## src/rtl/branch_ctrl_seq_if.sv

```systemverilog
// rtl/branch_ctrl_seq_if.sv - datapath/sequencer signal bundle; Illegal exists only with ILLEGAL_TRAP_EN
interface branch_ctrl_seq_if;
    logic        Run;
    logic [31:0] IR;
    logic        BranchMet;
    logic        Mem_ready;
    logic        PCout, Zlowout, MDRout, Cout, Rout;
    logic        MARin, Zin, PCin, MDRin, IRin, Yin, CONIn;
    logic        IncPC, Read, ADD, Gra;
    logic        Halted;
`ifdef ILLEGAL_TRAP_EN
    logic        Illegal;
`endif

    modport master (
        output Run, IR, BranchMet, Mem_ready,
        input  PCout, Zlowout, MDRout, Cout, Rout,
        input  MARin, Zin, PCin, MDRin, IRin, Yin, CONIn,
        input  IncPC, Read, ADD, Gra, Halted
`ifdef ILLEGAL_TRAP_EN
        , input Illegal
`endif
    );

    modport slave (
        input  Run, IR, BranchMet, Mem_ready,
        output PCout, Zlowout, MDRout, Cout, Rout,
        output MARin, Zin, PCin, MDRin, IRin, Yin, CONIn,
        output IncPC, Read, ADD, Gra, Halted
`ifdef ILLEGAL_TRAP_EN
        , output Illegal
`endif
    );
endinterface

```

## src/rtl/branch_ctrl_seq.sv

```systemverilog
// rtl/branch_ctrl_seq.sv - fetch + conditional-branch control sequencer; ILLEGAL_TRAP_EN traps unknown opcodes to HALT
module branch_ctrl_seq (
    input logic             Clock,
    input logic             Clear,
    branch_ctrl_seq_if.slave bus
);
    localparam logic [4:0] OP_BR   = 5'b10010;
    localparam logic [4:0] OP_NOP  = 5'b11010;
    localparam logic [4:0] OP_HALT = 5'b11011;

    typedef enum logic [3:0] {
        S_IDLE, S_T0, S_T1, S_T2, S_T3, S_T4, S_T5, S_T6, S_HALT
    } state_t;

    state_t     state, next;
    logic [4:0] opcode;
    logic       unused_ir;

    assign opcode    = bus.IR[31:27];
    assign unused_ir = ^bus.IR[26:0];

    always_ff @(posedge Clock) begin
        if (Clear) state <= S_IDLE;
        else       state <= next;
    end

`ifdef ILLEGAL_TRAP_EN
    logic illegal_q;

    always_ff @(posedge Clock) begin
        if (Clear)
            illegal_q <= 1'b0;
        else if (state == S_T3 && opcode != OP_BR && opcode != OP_HALT && opcode != OP_NOP)
            illegal_q <= 1'b1;
    end

    assign bus.Illegal = illegal_q;
`endif

    always_comb begin
        next        = state;
        bus.PCout   = 1'b0; bus.Zlowout = 1'b0; bus.MDRout = 1'b0;
        bus.Cout    = 1'b0; bus.Rout    = 1'b0;
        bus.MARin   = 1'b0; bus.Zin     = 1'b0; bus.PCin   = 1'b0;
        bus.MDRin   = 1'b0; bus.IRin    = 1'b0; bus.Yin    = 1'b0;
        bus.CONIn   = 1'b0;
        bus.IncPC   = 1'b0; bus.Read    = 1'b0; bus.ADD    = 1'b0;
        bus.Gra     = 1'b0; bus.Halted  = 1'b0;
        case (state)
            S_IDLE: if (bus.Run) next = S_T0;
            S_T0: begin
                bus.PCout = 1'b1; bus.MARin = 1'b1; bus.IncPC = 1'b1; bus.Zin = 1'b1;
                next = S_T1;
            end
            // Z is not reloaded here, so holding T1 while memory stalls keeps PC stable
            S_T1: begin
                bus.Zlowout = 1'b1; bus.PCin = 1'b1; bus.Read = 1'b1; bus.MDRin = 1'b1;
                if (bus.Mem_ready) next = S_T2;
            end
            S_T2: begin
                bus.MDRout = 1'b1; bus.IRin = 1'b1;
                next = S_T3;
            end
            S_T3: begin
                if (opcode == OP_BR) begin
                    bus.Gra = 1'b1; bus.Rout = 1'b1; bus.CONIn = 1'b1;
                    next = S_T4;
                end else if (opcode == OP_HALT) begin
                    next = S_HALT;
                end else begin
`ifdef ILLEGAL_TRAP_EN
                    if (opcode == OP_NOP) next = bus.Run ? S_T0 : S_IDLE;
                    else                  next = S_HALT;
`else
                    next = bus.Run ? S_T0 : S_IDLE;
`endif
                end
            end
            S_T4: begin
                bus.PCout = 1'b1; bus.Yin = 1'b1;
                next = S_T5;
            end
            S_T5: begin
                bus.Cout = 1'b1; bus.ADD = 1'b1; bus.Zin = 1'b1;
                next = S_T6;
            end
            // PC load follows the CON flip-flop directly: taken branches commit Z, others leave PC as is
            S_T6: begin
                bus.Zlowout = 1'b1; bus.PCin = bus.BranchMet;
                next = bus.Run ? S_T0 : S_IDLE;
            end
            S_HALT:  bus.Halted = 1'b1;
            default: next = S_IDLE;
        endcase
    end
endmodule

```

## src/flat_wrapper.sv

```systemverilog
// flat-port wrapper written by rule: the top's interface ports become plain ports
module branch_ctrl_seq_flat 
  (Clock, Clear, bus_Run, bus_IR, bus_BranchMet, bus_Mem_ready, bus_PCout, bus_Zlowout, bus_MDRout, bus_Cout, bus_Rout, bus_MARin, bus_Zin, bus_PCin, bus_MDRin, bus_IRin, bus_Yin, bus_CONIn, bus_IncPC, bus_Read, bus_ADD, bus_Gra, bus_Halted);
  branch_ctrl_seq_if bus_i ();
  input logic Clock;
  input logic Clear;
  input wire logic [$bits(bus_i.Run)-1:0] bus_Run;
  input wire logic [$bits(bus_i.IR)-1:0] bus_IR;
  input wire logic [$bits(bus_i.BranchMet)-1:0] bus_BranchMet;
  input wire logic [$bits(bus_i.Mem_ready)-1:0] bus_Mem_ready;
  output wire logic [$bits(bus_i.PCout)-1:0] bus_PCout;
  output wire logic [$bits(bus_i.Zlowout)-1:0] bus_Zlowout;
  output wire logic [$bits(bus_i.MDRout)-1:0] bus_MDRout;
  output wire logic [$bits(bus_i.Cout)-1:0] bus_Cout;
  output wire logic [$bits(bus_i.Rout)-1:0] bus_Rout;
  output wire logic [$bits(bus_i.MARin)-1:0] bus_MARin;
  output wire logic [$bits(bus_i.Zin)-1:0] bus_Zin;
  output wire logic [$bits(bus_i.PCin)-1:0] bus_PCin;
  output wire logic [$bits(bus_i.MDRin)-1:0] bus_MDRin;
  output wire logic [$bits(bus_i.IRin)-1:0] bus_IRin;
  output wire logic [$bits(bus_i.Yin)-1:0] bus_Yin;
  output wire logic [$bits(bus_i.CONIn)-1:0] bus_CONIn;
  output wire logic [$bits(bus_i.IncPC)-1:0] bus_IncPC;
  output wire logic [$bits(bus_i.Read)-1:0] bus_Read;
  output wire logic [$bits(bus_i.ADD)-1:0] bus_ADD;
  output wire logic [$bits(bus_i.Gra)-1:0] bus_Gra;
  output wire logic [$bits(bus_i.Halted)-1:0] bus_Halted;
  assign bus_i.Run = bus_Run;
  assign bus_i.IR = bus_IR;
  assign bus_i.BranchMet = bus_BranchMet;
  assign bus_i.Mem_ready = bus_Mem_ready;
  assign bus_PCout = bus_i.PCout;
  assign bus_Zlowout = bus_i.Zlowout;
  assign bus_MDRout = bus_i.MDRout;
  assign bus_Cout = bus_i.Cout;
  assign bus_Rout = bus_i.Rout;
  assign bus_MARin = bus_i.MARin;
  assign bus_Zin = bus_i.Zin;
  assign bus_PCin = bus_i.PCin;
  assign bus_MDRin = bus_i.MDRin;
  assign bus_IRin = bus_i.IRin;
  assign bus_Yin = bus_i.Yin;
  assign bus_CONIn = bus_i.CONIn;
  assign bus_IncPC = bus_i.IncPC;
  assign bus_Read = bus_i.Read;
  assign bus_ADD = bus_i.ADD;
  assign bus_Gra = bus_i.Gra;
  assign bus_Halted = bus_i.Halted;
  branch_ctrl_seq u_core (.Clock(Clock), .Clear(Clear), .bus(bus_i));
endmodule
```

## config.mk

```make
export PLATFORM = sky130hd
export DESIGN_NAME = branch_ctrl_seq_flat
export DESIGN_NICKNAME = d
export VERILOG_FILES = /design/src/rtl/branch_ctrl_seq_if.sv /design/src/rtl/branch_ctrl_seq.sv /design/src/flat_wrapper.sv
export SDC_FILE = /design/constraint.sdc
export NUM_CORES = 1
export LEC_CHECK = 0
export BUFFER_PORTS_ARGS = -buffer_cell sky130_fd_sc_hd__clkbuf_2
export CORE_AREA = 2 2 39 41
export CTS_BUF_LIST = sky130_fd_sc_hd__clkbuf_4 sky130_fd_sc_hd__clkbuf_8
export DETAILED_ROUTE_END_ITERATION = 7
export DIE_AREA = 0 0 41 43
export PLACE_DENSITY = 0.88
export SLEW_MARGIN = 30
export SYNTH_ARGS = -nofsm -noshare
export SYNTH_HDL_FRONTEND = slang
export SYNTH_SLANG_ARGS = --single-unit
```

## constraint.sdc

```tcl
create_clock -name Clock -period 3.15 [get_ports Clock]
set_input_delay 0.315 -clock Clock [delete_from_list [all_inputs] [get_ports Clock]]
set_output_delay 0.315 -clock Clock [all_outputs]
set_load 0.01 [all_outputs]
```

# Word-level counts from Yosys, hierarchy flattened
# Index checks and enable logic that the tools add are counted.
[totals] register_bits=4 latchBits=0 mem_bits_rw=0 mem_bits_ro=0 inputBits=37 output_inout_bits=17 word_cells=37 mem_count=0
[classes] addsub=0 mul=0 div=0 n_lt_le_gt_ge=0 eq_ne=12 shifts=0 n_mux=18 n_bitwise=1 reduce_logical=5
[op_table] cell="$pmux W4 S9" count=1
[op_table] cell="$eq A4 B3 Y1 const B" count=4
[op_table] cell="$mux W4" count=4
[op_table] cell="$mux W1" count=12
[op_table] cell="$eq A5 B5 Y1 const B" count=2
[op_table] cell="$eq A4 B2 Y1 const B" count=2
[op_table] cell="$reduce_or A2 Y1" count=3
[op_table] cell="$eq A4 B1 Y1 const B" count=1
[op_table] cell="$eq A4 B4 Y1 const B" count=1
[op_table] cell="$logic_not A4 Y1" count=1
[op_table] cell="$ne A2 B2 Y1 const B" count=2
[op_table] cell="$reduce_and A3 Y1" count=1
[op_table] cell="$pmux W1 S2" count=1
[op_table] cell="$not A1 Y1" count=1

# Logic depth before layout (Yosys ltp)
[logic_depth] depth_word=4 ltp_mapped=6 ltp_nobuf=4

# Worst setup path before layout
# No wires, ideal clock.
[synth_path] path_type="flip-flop to output port" from="reg u_core.state[1]" to="out bus_Zin" t_arrival_ns=1.180 required_time_ns=2.835 slack_ns=1.655 stages_incl_launch_ff=5 n_path_buf=1 path_cell_list="dfxtp_1 > buf_4 > nand2b_1 > nor3_1 > or2_1"
[synth_via] elab_chain_cells=3 elab_cells_between_ends=4 classes_between="2 x eq/ne; 1 x mux; 1 x reduce/logical"
[synth_rtl] item="from (decl)" line="branch_ctrl_seq.sv:15" rtl="state_t state, next;"
[synth_rtl] item="from (signal assigned)" line="branch_ctrl_seq.sv:24" rtl="else state <= next;"
[synth_rtl] item="$eq A4 B1 Y1 / $eq A4 B3 Y1 (equally long branches)" line="branch_ctrl_seq.sv:49" rtl="case (state)"
[synth_rtl] item="$reduce_or A2 Y1 (no source line) (*)"
[synth_rtl] item="$mux W1 (*)" line="branch_ctrl_seq.sv:49"
[synth_rtl] item="to (decl)" line="flat_wrapper.sv:17" rtl="output wire logic [$bits(bus_i.Zin)-1:0] bus_Zin;"
# Every way passes the cells marked *; elsewhere a longest branch is shown, timed or not.

# Worst setup path in the final report
[layout_path] from="reg u_core.state[0]" to="out bus_Zin"
# Same word-level chain as after synthesis.

==> results by group <==
Job
  • Max-cap violations: 0

Global routing
  • Initial antenna violation count: 0
  • Number of global-route vias before repair: roughly 380
  • Pin count of the biggest net entering global routing: 12
  • Total GRT Usage: between 10% and 20%
  • Global route overflow: 0
  • First-pass GRT wire length: between 1500 and 2000 µm

Placed design
  • Pre-CTS WS: 1.554 ns
  • Gpl congestion: slightly below 0.7
  • PortBufs: 26
  • HPWL after detailed placement: 754.9 µm

Die
  • Area of the die: between 1500 and 2000 µm²
  • Die W: between 40 and 50 µm
  • Core Region: ~1400 µm²
  • I/O pin count: 54
  • Initial Util: 30.20%
  • Chip height: 43 µm
  • Standard-cell rows: 14

Finish
  • Biggest regs: u_core.state: 4 flops
  • # nets final: 109
  • Syn-to-layout area delta: 22.46%
  • Max reg flops: 4
  • Ratio of cells with drive above 1 in the final layout: around half
  • Number of diodes: 0
  • Largest Register: u_core.state

Yosys
  • Syn avg cell area: 8.194 µm²
  • Syn Inst Count: a little over 50
  • Post-Synthesis Cell Area: approximately 420 µm²
  • Ys Warns: 0
  • Share of the yosys chip area belonging to registers: 19.16%
  • Synth Register Bits: 4
  • Mapped Nets: approximately 90
  • Synth cell types: 27

Worst setup path
  • CP endpoint kind: output port
  • Worst path cell trace: nand2b_1 > nor3_1 > or2_1 > clkbuf_2
  • CP bufs+invs: 1
  • Max stage delay on crit path: 0.57 ns
  • Slowest CP cell: dfxtp_1
  • Worst-path fanout max: 10
  • Worst Setup Path Type: reg2out
  • Critical Path AT: between 1.5 and 2 ns
  • CP top delay family: simple AND/OR/NAND/NOR gates
  • Critical Path RT: 2.83 ns
  • Startpoint Class: flop

Clock network
  • Post-CTS setup buffers: 0
  • Htree depth: 1
  • PostCTS Resize Cnt: 0
  • Clock sink count: 4
  • Worst-Skew Late Latency: between 0.2 and 0.25 ns
  • Post-CTS Hold Fix Bufs: 0
  • Clock Path Buffers: 2
  • Worst-path clk slew: about 0.040 ns
  • CTS Buf Count: 3
  • Root Buffer: clkbuf_4
  • CTS tree: done

Detailed routing
  • Vias: between 400 and 500
  • Post-DR wirelength/cell: ~11 µm
  • Vias/cell: 4.837
  • First-pass DRT Iterations: 4
  • Final WL: 952 µm
  • Post-route ant nets: 0
  • Drt initial violations: 6
  • # DRC: 0

Power and ir drop
  • Max VDD drop: approximately 190 µV
  • Leak: 0.2639 nW
  • Total power: about 0.00021 W
  • PD cells: ~420 nW/µm²

Timing
  • Final worst-path cycle share: about three fifths
  • Final hold vios: 0
  • Slew headroom: between 60% and 70%
  • Min setup slack post-route: about 1.3 ns
  • Unrepaired setup endpoints after global routing: false
  • Peak Freq: 541.9 MHz
  • Final setup skew: 0.001640 ns
  • Fin Hold WS: approximately 0.29 ns
  • Final min period: 1.845 ns
  • Slew @ Worst Pin: between 0.4 and 0.5 ns
  • Final TNS setup: 0 ns
  • Setup violators final: 0
  • Slew Limit Fails: 0

Worst hold path
  • HP Class: in2reg

Run status
  • Status: completed
## layout by cell type (no fill, tap or decap), drive strengths merged
| master | Yosys | final |
|---|---|---|
| nor2b | 1 | 1 |
| inv | 1 | 1 |
| nand3b | 2 | 2 |
| a31oi | 2 | 2 |
| a211o | 1 | 1 |
| nand2 | 2 | 2 |
| and3b | 1 | 1 |
| dfxtp | 4 | 4 |
| clkbuf | 0 | 29 |
| o22ai | 1 | 1 |
| or2 | 1 | 1 |
| a41oi | 1 | 1 |
| a211oi | 1 | 1 |
| a21o | 1 | 1 |
| nand2b | 4 | 4 |
| nand3 | 2 | 2 |
| o21ai | 1 | 1 |
| nor2 | 7 | 7 |
| nor4b | 1 | 1 |
| xor2 | 1 | 1 |
| nor3 | 4 | 4 |
| a21oi | 1 | 1 |
| o21a | 1 | 1 |
## report_power, final
part,internal (W),switching (W),total [W]
Clock,0.0000427,0.0000224,0.0000651
Sequential,0.0000559,0.0000173,0.0000732
Combinational,0.0000374,0.0000375,0.0000749
Total,0.000136,0.0000771,0.000213
## logic make-up (layout without fill, tap and decap cells)
family / Yosys count / in the layout / synth area share [%]
XOR/XNOR: 1 / 1 / 3.893
AND/OR/NAND/NOR: 25 / 25 / 40.72
buffers and inverters: 11 / 30 / 19.76
flip-flops: 4 / 4 / 19.16
AO/OA/AOI/OAI: 10 / 10 / 16.47
## synthesized netlist by cell type (all sizes together)
| cell type | number | area [µm²] |
|---|---|---|
| buf | 10 | 78.82 |
| nor2 | 7 | 26.28 |
| dfxtp | 4 | 80.08 |
| nand2b | 4 | 42.55 |
| nor3 | 4 | 25.02 |
| a31oi | 2 | 12.51 |
| nand2 | 2 | 7.510 |
| nand3 | 2 | 10.01 |
| nand3b | 2 | 15.01 |
| a211o | 1 | 8.760 |
| a211oi | 1 | 7.510 |
| a21o | 1 | 7.510 |
| a21oi | 1 | 5.000 |
| a41oi | 1 | 8.760 |
| and3b | 1 | 8.760 |
| inv | 1 | 3.750 |
| nor2b | 1 | 13.76 |
| nor4b | 1 | 15.01 |
| o21a | 1 | 7.510 |
| o21ai | 1 | 5.000 |
| o22ai | 1 | 6.260 |
| or2 | 1 | 6.260 |
| xor2 | 1 | 16.27 |
## per-layer routing
metal / up-vias / global-route usage [%] / wire (µm) / share of wire (%)
li1: 209 / - / - / -
met1: 188 / 16.18 / 372 / 39
met2: 15 / 19.69 / 501 / 53
met3: 4 / 1.571 / 41 / 4.3
met4: 0 / 12.00 / 37 / 3.9
met5: - / 0 / 0 / 0
## area by class of cell
class                           count  area, µm²
Clock buffer                        3      22.52
Fill cell                         147      872.1
Inverter                            1      3.754
Multi-Input combinational cell     36      255.2
Sequential cell                     4      80.08
Tap cell                           16      20.02
Timing Repair Buffer               26      130.1
## per-stage QoR
step	util (%)	area (µm²)	instances
CTS	36.98	511.7	86
finish	36.98	511.7	86
detailed placement	35.35	489.2	83
global placement	35.35	489.2	83
global route	36.98	511.7	86
floorplan	-	417.9	51
## path summary, 6_finish.rpt
| kind | depth (start not counted) | slack (ns) | endpoint | startpoint |
|---|---|---|---|---|
| setup / recovery | 4 | 1.30 | bus_Zin | u_core.state[0]$_SDFFE_PP0P_ |
| hold / removal | 2 | 0.29 | u_core.state[2]$_SDFFE_PP0P_ | Clear |
| setup reg to reg | 4 | 1.81 | u_core.state[0]$_SDFFE_PP0P_ | u_core.state[3]$_SDFFE_PP0P_ |
| hold reg to reg | 2 | 0.70 | u_core.state[1]$_SDFFE_PP0P_ | u_core.state[1]$_SDFFE_PP0P_ |
## worst reg2reg max path: cells and delay by family (launching register included)
family             cells  cell delay (ns)
DFF                    1             0.55
AOI/OAI and AO/OA      3             0.50
and+or+nand+nor        1             0.21
(Power assumes the default switching activity.)
